<file path="src/rtl/ag_io_ctrl.sv">
// rtl/ag_io_ctrl.sv - Agat $C0xx I/O page controller: keyboard FIFO, tape/beep, NMI timer, vmode latch
// Optional button key injection is enabled by defining AG_IO_BTN_INJECT_EN.
module ag_io_ctrl #(
  parameter int KEY_DEPTH = 4,
  parameter int TIMER_DIV = 1,
  parameter int NMI_WIDTH = 8
) (
  input  logic        clk,
  input  logic        reset_n,
  input  logic [15:0] AB,
  input  logic        read,
  input  logic        bus_stb,
  output logic [7:0]  DI_out,
  output logic        DI_oe,
  input  logic [7:0]  key_data,
  input  logic        key_valid,
  output logic        key_ovf,
  input  logic        vsync,
  output logic        nmi,
  output logic [7:0]  vmode,
  output logic        tape_out,
  output logic        beep,
  output logic        reset_hold,
  input  logic [3:0]  btns
);
  localparam int AW = $clog2(KEY_DEPTH);
  localparam int CW = AW + 1;

  logic [7:0]    mem_q [KEY_DEPTH];
  logic [7:0]    mem_d [KEY_DEPTH];
  logic [AW-1:0] rd_ptr_q, rd_ptr_d, wr_ptr_q, wr_ptr_d;
  logic [CW-1:0] cnt_q, cnt_d;
  logic [7:0]    last_key_q, last_key_d;
  logic          key_ovf_q, key_ovf_d;
  logic [7:0]    vmode_q, vmode_d;
  logic          tape_q, tape_d, beep_q, beep_d;
  logic          timer_en_q, timer_en_d;
  logic [7:0]    presc_q, presc_d;
  logic [7:0]    nmi_cnt_q, nmi_cnt_d;
  logic          nmi_q, nmi_d;
  logic          hold_q, hold_d;
  logic          vs_s1_q, vs_s2_q, vs_prev_q;

  logic          is_c0, is_c7, acc_c00, acc_c01, acc_c02, acc_c03, acc_c04, acc_c05;
  logic          fifo_empty, fifo_full, pop, push, drop, vs_rise, trig;
  logic          push_req;
  logic [7:0]    push_data;

  assign is_c0   = bus_stb && (AB[15:8] == 8'hC0);
  assign is_c7   = bus_stb && (AB[15:8] == 8'hC7);
  assign acc_c00 = is_c0 && (AB[7:4] == 4'h0);
  assign acc_c01 = is_c0 && (AB[7:4] == 4'h1);
  assign acc_c02 = is_c0 && (AB[7:4] == 4'h2);
  assign acc_c03 = is_c0 && (AB[7:4] == 4'h3);
  assign acc_c04 = is_c0 && (AB[7:4] == 4'h4);
  assign acc_c05 = is_c0 && (AB[7:4] == 4'h5);

  assign fifo_empty = (cnt_q == '0);
  assign fifo_full  = (cnt_q == CW'(KEY_DEPTH));
  assign vs_rise    = vs_s2_q & ~vs_prev_q;

  // Read data is combinational so the CPU sees it within the same bus cycle.
  assign DI_oe  = acc_c00 && read;
  assign DI_out = fifo_empty ? {1'b0, last_key_q[6:0]} : mem_q[rd_ptr_q];

`ifdef AG_IO_BTN_INJECT_EN
  logic [3:0] btn_s1_q, btn_s2_q, btn_prev_q, btn_rise;
  logic [7:0] btn_code;

  always_ff @(posedge clk or negedge reset_n) begin
    if (!reset_n) begin
      btn_s1_q   <= '0;
      btn_s2_q   <= '0;
      btn_prev_q <= '0;
    end else begin
      btn_s1_q   <= btns;
      btn_s2_q   <= btn_s1_q;
      btn_prev_q <= btn_s2_q;
    end
  end

  assign btn_rise = btn_s2_q & ~btn_prev_q;

  always_comb begin
    btn_code = 8'h00;
    if      (btn_rise[2]) btn_code = 8'h8D;
    else if (btn_rise[0]) btn_code = 8'h9A;
    else if (btn_rise[1]) btn_code = 8'hA0;
    else if (btn_rise[3]) btn_code = 8'h99;
  end

  // A real key in the same cycle wins; the button event is simply discarded.
  assign push_req  = key_valid || (btn_rise != 4'b0000);
  assign push_data = key_valid ? key_data : btn_code;
`else
  logic unused_btns;
  assign unused_btns = ^btns;
  assign push_req    = key_valid;
  assign push_data   = key_data;
`endif

  always_comb begin
    mem_d      = mem_q;
    rd_ptr_d   = rd_ptr_q;
    wr_ptr_d   = wr_ptr_q;
    cnt_d      = cnt_q;
    last_key_d = last_key_q;
    key_ovf_d  = key_ovf_q;
    vmode_d    = vmode_q;
    tape_d     = tape_q;
    beep_d     = beep_q;
    timer_en_d = timer_en_q;
    presc_d    = presc_q;
    nmi_cnt_d  = nmi_cnt_q;
    hold_d     = hold_q;

    pop  = acc_c01 && !fifo_empty;
    push = push_req && (!fifo_full || pop);
    drop = push_req && fifo_full && !pop;

    if (pop) begin
      last_key_d = mem_q[rd_ptr_q];
      rd_ptr_d   = rd_ptr_q + AW'(1);
    end
    if (push) begin
      mem_d[wr_ptr_q] = push_data;
      wr_ptr_d        = wr_ptr_q + AW'(1);
    end
    if (push && !pop)      cnt_d = cnt_q + CW'(1);
    else if (pop && !push) cnt_d = cnt_q - CW'(1);

    if (acc_c01)   key_ovf_d = 1'b0;
    else if (drop) key_ovf_d = 1'b1;

    if (acc_c02) tape_d = ~tape_q;
    if (acc_c03) beep_d = ~beep_q;
    if (is_c7)   vmode_d = AB[7:0];

    if (vs_rise) hold_d = 1'b0;

    // Prescaler counts vsync rises; the TIMER_DIV-th rise wraps it and fires.
    trig = timer_en_q && vs_rise && (presc_q == 8'(TIMER_DIV - 1));
    if (timer_en_q && vs_rise) presc_d = trig ? 8'd0 : presc_q + 8'd1;
    if (acc_c04) begin
      timer_en_d = 1'b1;
      presc_d    = 8'd0;
    end
    if (acc_c05) timer_en_d = 1'b0;

    if (trig)                   nmi_cnt_d = 8'(NMI_WIDTH);
    else if (nmi_cnt_q != 8'd0) nmi_cnt_d = nmi_cnt_q - 8'd1;
    if (acc_c05)                nmi_cnt_d = 8'd0;
    nmi_d = (nmi_cnt_d != 8'd0);
  end

  always_ff @(posedge clk or negedge reset_n) begin
    if (!reset_n) begin
      mem_q      <= '{default: '0};
      rd_ptr_q   <= '0;
      wr_ptr_q   <= '0;
      cnt_q      <= '0;
      last_key_q <= 8'h00;
      key_ovf_q  <= 1'b0;
      vmode_q    <= 8'h00;
      tape_q     <= 1'b0;
      beep_q     <= 1'b0;
      timer_en_q <= 1'b0;
      presc_q    <= 8'd0;
      nmi_cnt_q  <= 8'd0;
      nmi_q      <= 1'b0;
      hold_q     <= 1'b1;
      vs_s1_q    <= 1'b0;
      vs_s2_q    <= 1'b0;
      vs_prev_q  <= 1'b0;
    end else begin
      mem_q      <= mem_d;
      rd_ptr_q   <= rd_ptr_d;
      wr_ptr_q   <= wr_ptr_d;
      cnt_q      <= cnt_d;
      last_key_q <= last_key_d;
      key_ovf_q  <= key_ovf_d;
      vmode_q    <= vmode_d;
      tape_q     <= tape_d;
      beep_q     <= beep_d;
      timer_en_q <= timer_en_d;
      presc_q    <= presc_d;
      nmi_cnt_q  <= nmi_cnt_d;
      nmi_q      <= nmi_d;
      hold_q     <= hold_d;
      vs_s1_q    <= vsync;
      vs_s2_q    <= vs_s1_q;
      vs_prev_q  <= vs_s2_q;
    end
  end

  assign key_ovf    = key_ovf_q;
  assign vmode      = vmode_q;
  assign tape_out   = tape_q;
  assign beep       = beep_q;
  assign nmi        = nmi_q;
  assign reset_hold = hold_q;
endmodule

</file>
<file path="config.mk">
export PLATFORM = sky130hd
export DESIGN_NAME = ag_io_ctrl
export DESIGN_NICKNAME = d
export VERILOG_FILES = /design/src/rtl/ag_io_ctrl.sv
export SDC_FILE = /design/constraint.sdc
export NUM_CORES = 1
export LEC_CHECK = 0
export CAP_MARGIN = 20
export CELL_PAD_IN_SITES_DETAIL_PLACEMENT = 0
export CELL_PAD_IN_SITES_GLOBAL_PLACEMENT = 1
export CORE_MARGIN = 4
export CORE_UTILIZATION = 40
export CTS_CLUSTER_DIAMETER = 120
export CTS_CLUSTER_SIZE = 12
export DETAILED_ROUTE_END_ITERATION = 7
export GPL_ROUTABILITY_DRIVEN = 0
export HOLD_SLACK_MARGIN = 0.05
export PLACE_DENSITY_LB_ADDON = 0.25
export SLEW_MARGIN = 20
export SYNTH_ARGS = -nofsm -noshare
export SYNTH_HDL_FRONTEND = slang
export SYNTH_SLANG_ARGS = --single-unit
</file>
<file path="constraint.sdc">
create_clock -name clk -period 5.5 [get_ports clk]
set_clock_uncertainty 0.1 [all_clocks]
set_input_delay 0.825 -clock clk [delete_from_list [all_inputs] [get_ports clk]]
set_output_delay 0.825 -clock clk [all_outputs]
set_load 0.02 [all_outputs]
</file>
==> results.py, run 1 <==
metrics = {
    "global_route": {
        "grt_pass1_vias": 2577,
        "grt_start_max_net_pins": 80,
        "grt_pass1_wl_mm": 12.97,
        "overflow": 0,
        "antenna_found_initial": 0,
        "gr-usage-all-layers": 0.1464,
    },
    "cts": {
        "cts_resized": 0,
        "hold_buffers": 0,
        "cts_root_buf": "clkbuf_8",
        "cts_made_buffers": 9,
        "cts_setup_buffers": 0,
        "clock_sinks": 79,
        "h-tree-depth": 3,
        "clock_latency_ns": 0.35,
        "cts_tree": "yes",
        "clkTransAtPathRegs_ns": 0.08,
        "clk_path_buf_depth": 2,
    },
    "run": {
        "drv_cap": 0,
    },
    "synthesis": {
        "synth.largest_area_cell": "dfrtp_1",
        "syn_nets": 336,
        "synth_edf_count": 0,
        "synth_area_leaders": "dfrtp_1 (51%), mux2_2 (16%), mux4_2 (4.7%), ha_1 (2.9%), xor2_1 (1.8%)",
        "synth_cells": 292,
        "avgSynthCellArea_um2": 13.15,
        "synth_area_um2": 3840,
        "ys.flop_type": "dfrtp_1",
        "synth_top_area_frac": 0.5083,
        "ys_ff_latch": 79,
        "async_flop_share": 1.000,
        "ys_types": 49,
        "yosys_warnings": 0,
        "yosysSeqAreaShare": 0.5152,
    },
    "sta": {
        "max_freq_mhz": 262.7,
        "setup_viol": 0,
        "min_period_ns": 3.807,
        "finalCritPeriodShare": 0.6921,
        "maxSlewHeadroom": 0.3663,
        "slew_violations": 0,
        "timing.hold.ws_ns": 0.2662,
        "setup_tns_ns": 0,
        "hold_violations": 0,
        "rsz0062_at_grt": "false",
        "worst_pin_slew_ns": 0.9433,
    },
    "worst_setup_path": {
        "cp.arrival_ns": 2.88,
        "critPathKind": "input port to output pin",
        "startpoint_type": "input port",
        "cp_top_family": "buffers and inverters",
        "slowest_delay_ns": 0.60,
        "path_buf_inv": 2,
        "crit_top_cell": "clkdlybuf4s50_1",
        "worstPathCellList": "clkdlybuf4s50_1 > nor4_4 > and3_1 > and4_1 > clkdlybuf4s50_1",
        "worstPathRequired_ns": 4.58,
        "cp_slowest_cell": "clkdlybuf4s50_1",
        "crit_fanout": 7,
        "endpoint_kind": "output pin",
    },
    "pwr": {
        "peakVddDrop_v": 0.0002684,
        "power_w": 0.002080,
        "p_leak_nw": 2.000,
        "powerDensity_nw_per_um2": 442.2,
    },
    "layout": {
        "layout.nets": 393,
        "layout_common_cells": "dfrtp_1 (78), mux2_2 (54), clkdlybuf4s50_1 (50), nor2_1 (17), nand2_1 (15)",
        "drive_above_1_share": 0.2684,
        "area_growth_pct": 22.48,
        "fillers": 841,
        "final_core_utilization": 0.5066,
        "antenna_cells": 0,
        "stdcell_count": 483,
        "layout_commonest_cell": "dfrtp_1",
    },
    "die": {
        "fp.coreArea_um2": 9284,
        "fp.dieArea_um2": 11230,
        "die_w_um": 106.0,
        "dieHeight_um": 106.0,
        "rows": 35,
        "io_pins": 56,
        "initial_core_util": 0.4136,
    },
    "route": {
        "avgViaCountPerCell": 5.087,
        "wl_per_cell_um": 15.66,
        "antenna_left": 0,
        "vias": 2457,
        "wirelength_mm": 7.562,
        "drtIter0Drc": 83,
        "drc_errors": 0,
        "firstDrtPassIters": 4,
    },
    "outcome": {
        "run_status": "complete, no violations",
    },
    "min_path": {
        "hold_path.class": "flip-flop to flip-flop",
    },
    "placed_design": {
        "dp_hpwl_mm": 5.317,
        "port_buffers": 51,
        "dp.cells": 467,
    },
}
-- flip-flops by register name, indices dropped and copies added, names as in the netlist --
| register | cells |
|---|---|
| beep | 1 |
| cnt_q | 3 |
| key_ovf | 1 |
| last_key_q | 7 |
| mem_q | 32 |
| nmi | 1 |
| nmi_cnt_q | 8 |
| presc_q | 8 |
| rd_ptr_q | 2 |
| reset_hold | 1 |
| tape_out | 1 |
| timer_en_q | 1 |
| vmode | 8 |
| vs_prev_q | 1 |
| vs_s1_q | 1 |
| vs_s2_q | 1 |
| wr_ptr_q | 2 |
-- power breakdown --
group	leakage, nW	total (W)	internal (W)	switching, W
clock network	0.0993	0.000445	0.000224	0.000220
logic	0.950	0.000746	0.000415	0.000331
registers	0.951	0.000889	0.000768	0.000121
total	2.00	0.00208	0.00141	0.000672
-- synthesized netlist by cell type (3+ instances only) --
library cell   n
a21oi_1        9
a21oi_4        4
and3b_1        3
and4_1         3
buf_2          3
clkbuf_1       4
dfrtp_1       78
ha_1           9
inv_1         10
mux2_2        54
mux4_2         8
nand2_1       15
nand3_1        6
nand4_1        3
nor2_1        17
nor3_1         5
nor3b_1        4
o21ai_0        3
xnor2_1        7
xor2_1         8
-- cell families (layout without fill, tap and decap cells) --
logic type                 after synthesis  after routing  synth area share
muxes                                   64             64            0.2111
xor gates and xnor gates                15             15           0.03421
buffers and inverters                   17             79           0.01759
DFF                                     79             79            0.5152
AOI/OAI and AO/OA                       28             28           0.05767
adders and majority gates               10             10           0.03454
and+or+nand+nor                         79             79            0.1297
-- cell type report --
class	count	area (um^2)	share of cell area
sequential	79	1978	0.4206
timing repair buffer	53	526.8	0.1120
clock buffer	10	137.6	0.02926
inverter	10	37.54	0.007981
multi-input combinational	196	1794	0.3815
clock inverter	6	67.56	0.01437
tap	129	161.4	0.03432
-- metrics by stage --
step                      worst slack (ns)  cell area [um^2]
after CTS                            1.665              4700
final                                1.693              4703
after global placement               1.684              4494
after floorplan                      2.569              3840
after global routing                 1.582              4703
after detailed placement             1.669              4494
-- layer usage --
| metal | GRT usage | vias to the layer above | share of wire |
|---|---|---|---|
| met5 | 0 | - | 0 |
| met3 | 0.04311 | 13 | 0.044 |
| met4 | 0.04255 | 0 | 0.016 |
| met1 | 0.1848 | 1226 | 0.45 |
| li1 | - | 1173 | - |
| met2 | 0.2445 | 45 | 0.50 |
-- final timing paths --
kind	start	to	slack, ns	cells past startpoint
max reg2reg	cnt_q[0]$_DFFE_PN0P_	cnt_q[2]$_DFFE_PN0P_	2.66	9
min in group asynchronous	reset_n	presc_q[3]$_DFFE_PN0P_	0.39	1
max	AB[8]	DI_oe	1.69	5
max in group asynchronous	reset_n	nmi_cnt_q[5]$_DFF_PN0_	4.42	1
min	vs_s1_q$_DFF_PN0_	vs_s2_q$_DFF_PN0_	0.27	0
min reg2reg	vs_s1_q$_DFF_PN0_	vs_s2_q$_DFF_PN0_	0.27	0
No activity file was read; power rests on OpenSTA's default activity.
==> run 2: changes to the inputs <==
==> constraint.sdc (replaced) <==
create_clock -name clk -period 3.3 [get_ports clk]
set_clock_uncertainty 0.1 [all_clocks]
set_input_delay 0.495 -clock clk [delete_from_list [all_inputs] [get_ports clk]]
set_output_delay 0.495 -clock clk [all_outputs]
set_load 0.02 [all_outputs]
==> run 2 against run 1 <==
Register-to-register slack worse by 1.7 ns; wire length up 2.6%; critical path depth unchanged; core utilization rose by 0.22 points; critical endpoint unchanged; largest power group unchanged.
==> results.py, run 2 (synthesized netlist as in run 1, its figures left out) <==
metrics = {
    "cts": {
        "cts_made_buffers": 9,
        "cts_resized": 0,
        "clk_path_buf_depth": 2,
        "cts_setup_buffers": 0,
        "clock_sinks": 79,
        "clock_latency_ns": 0.34,
        "hold_buffers": 0,
        "cts_tree": "yes",
        "cts_root_buf": "clkbuf_8",
        "clkTransAtPathRegs_ns": 0.08,
        "h-tree-depth": 3,
    },
    "global_route": {
        "grt_start_max_net_pins": 80,
        "grt_pass1_wl_mm": 13.10,
        "gr-usage-all-layers": 0.1469,
        "overflow": 0,
        "grt_pass1_vias": 2681,
        "antenna_found_initial": 0,
    },
    "min_path": {
        "hold_path.class": "input port to async pin",
    },
    "layout": {
        "layout_commonest_cell": "dfrtp_1",
        "layout_common_cells": "dfrtp_1 (78), mux2_2 (54), clkdlybuf4s50_1 (50), nor2_1 (17), nand2_1 (15)",
        "antenna_cells": 0,
        "layout.nets": 401,
        "drive_above_1_share": 0.2818,
        "largest_reg_flops": 32,
        "top_register": "mem_q",
        "area_growth_pct": 23.00,
    },
    "worst_setup_path": {
        "cp_slowest_cell": "clkdlybuf4s50_1",
        "crit_fanout": 4,
        "worstPathCellList": "clkdlybuf4s50_1 > nor4_4 > and3_1 > and4_1 > clkdlybuf4s50_1",
        "crit_top_cell": "clkdlybuf4s50_1",
        "slowest_delay_ns": 0.61,
        "critPathKind": "input port to output pin",
        "worstPathRequired_ns": 2.70,
        "cp.arrival_ns": 2.47,
        "endpoint_kind": "output pin",
        "startpoint_type": "input port",
    },
    "pwr": {
        "power_w": 0.003384,
        "p_leak_nw": 2.019,
        "powerDensity_nw_per_um2": 716.4,
        "peakVddDrop_v": 0.0004864,
    },
    "die": {
        "die_w_um": 106.0,
        "dieHeight_um": 106.0,
        "rows": 35,
        "fp.dieArea_um2": 11230,
        "fp.coreArea_um2": 9284,
        "initial_core_util": 0.4136,
        "io_pins": 56,
    },
    "placed_design": {
        "port_buffers": 51,
        "dp_hpwl_mm": 5.419,
        "dp_slack_ns": 0.1475,
    },
    "sta": {
        "setup_viol": 0,
        "setup_tns_ns": 0,
        "slew_violations": 0,
        "worst_pin_slew_ns": 0.7231,
        "finalCritPeriodShare": 0.9276,
        "hold_violations": 0,
        "min_period_ns": 3.061,
        "fin_ws_ns": 0.2389,
        "max_freq_mhz": 326.7,
        "maxSlewHeadroom": 0.5179,
        "rsz0062_at_grt": "false",
    },
    "route": {
        "drtIter0Drc": 91,
        "vias": 2528,
        "wl_per_cell_um": 15.80,
        "firstDrtPassIters": 4,
        "drc_errors": 0,
        "wirelength_mm": 7.756,
        "avgViaCountPerCell": 5.149,
        "antenna_left": 0,
    },
    "outcome": {
        "run_status": "complete, no violations",
    },
    "run": {
        "drv_cap": 0,
    },
}
==> run 2: worst paths after layout <==
kind                                 startpoint                     end  slack, ns  cells after the start
hold / removal                          reset_n  presc_q[5]$_DFFE_PN0P_       0.07                      1
setup reg to reg           cnt_q[0]$_DFFE_PN0P_    cnt_q[2]$_DFFE_PN0P_       0.99                      9
max in group asynchronous               reset_n    mem_q[3]$_DFFE_PN0P_       2.52                      1
setup / recovery                          AB[8]                   DI_oe       0.24                      5
min in group clk              vs_s1_q$_DFF_PN0_       vs_s2_q$_DFF_PN0_       0.26                      0
hold reg to reg               vs_s1_q$_DFF_PN0_       vs_s2_q$_DFF_PN0_       0.26                      0
==> run 2: cell type report <==
cell class              count  area, um^2
clock buffers              10       127.6
clock inverters             6       37.54
fillers                   845        4561
inverters                  10       37.54
multi-input cells         196        1794
flip-flops and latches     79        1978
well taps                 129       161.4
repair buffers             61       586.8
==> run 2: stage by stage <==
| step | instances | hold slack [ns] | area [um^2] | util |
|---|---|---|---|---|
| finish | 491 | 0.06526 | 4723 | 0.5088 |
| global placement | 475 | 0.2340 | 4554 | 0.4906 |
| detailed placement | 475 | 0.2426 | 4554 | 0.4906 |
| global route | 491 | 0.1352 | 4723 | 0.5088 |
| floorplan | 292 | 0.09941 | 3840 | - |
| CTS | 491 | 0.2480 | 4720 | 0.5084 |
==> run 2: metal layers <==
metal	up-vias	routed length (um)	global-route usage
met3	6	318	0.04068
met4	0	64	0.04163
li1	1193	-	-
met1	1288	3556	0.1922
met5	-	0	0
met2	41	3816	0.2400
==> run 2: critical path, delay by kind of cell <==
family                 cells  cell delay, ns
and+or+nand+nor            3            0.91
buffers and inverters      2            1.07
==> run 2: report_power, final <==
part	internal, W	leakage, nW	switching, W	total [W]
Clock	0.000269	0.0781	0.000356	0.000625
Sequential	0.00128	0.951	0.000204	0.00148
Combinational	0.000707	0.990	0.000568	0.00127
Total	0.00226	2.02	0.00113	0.00338
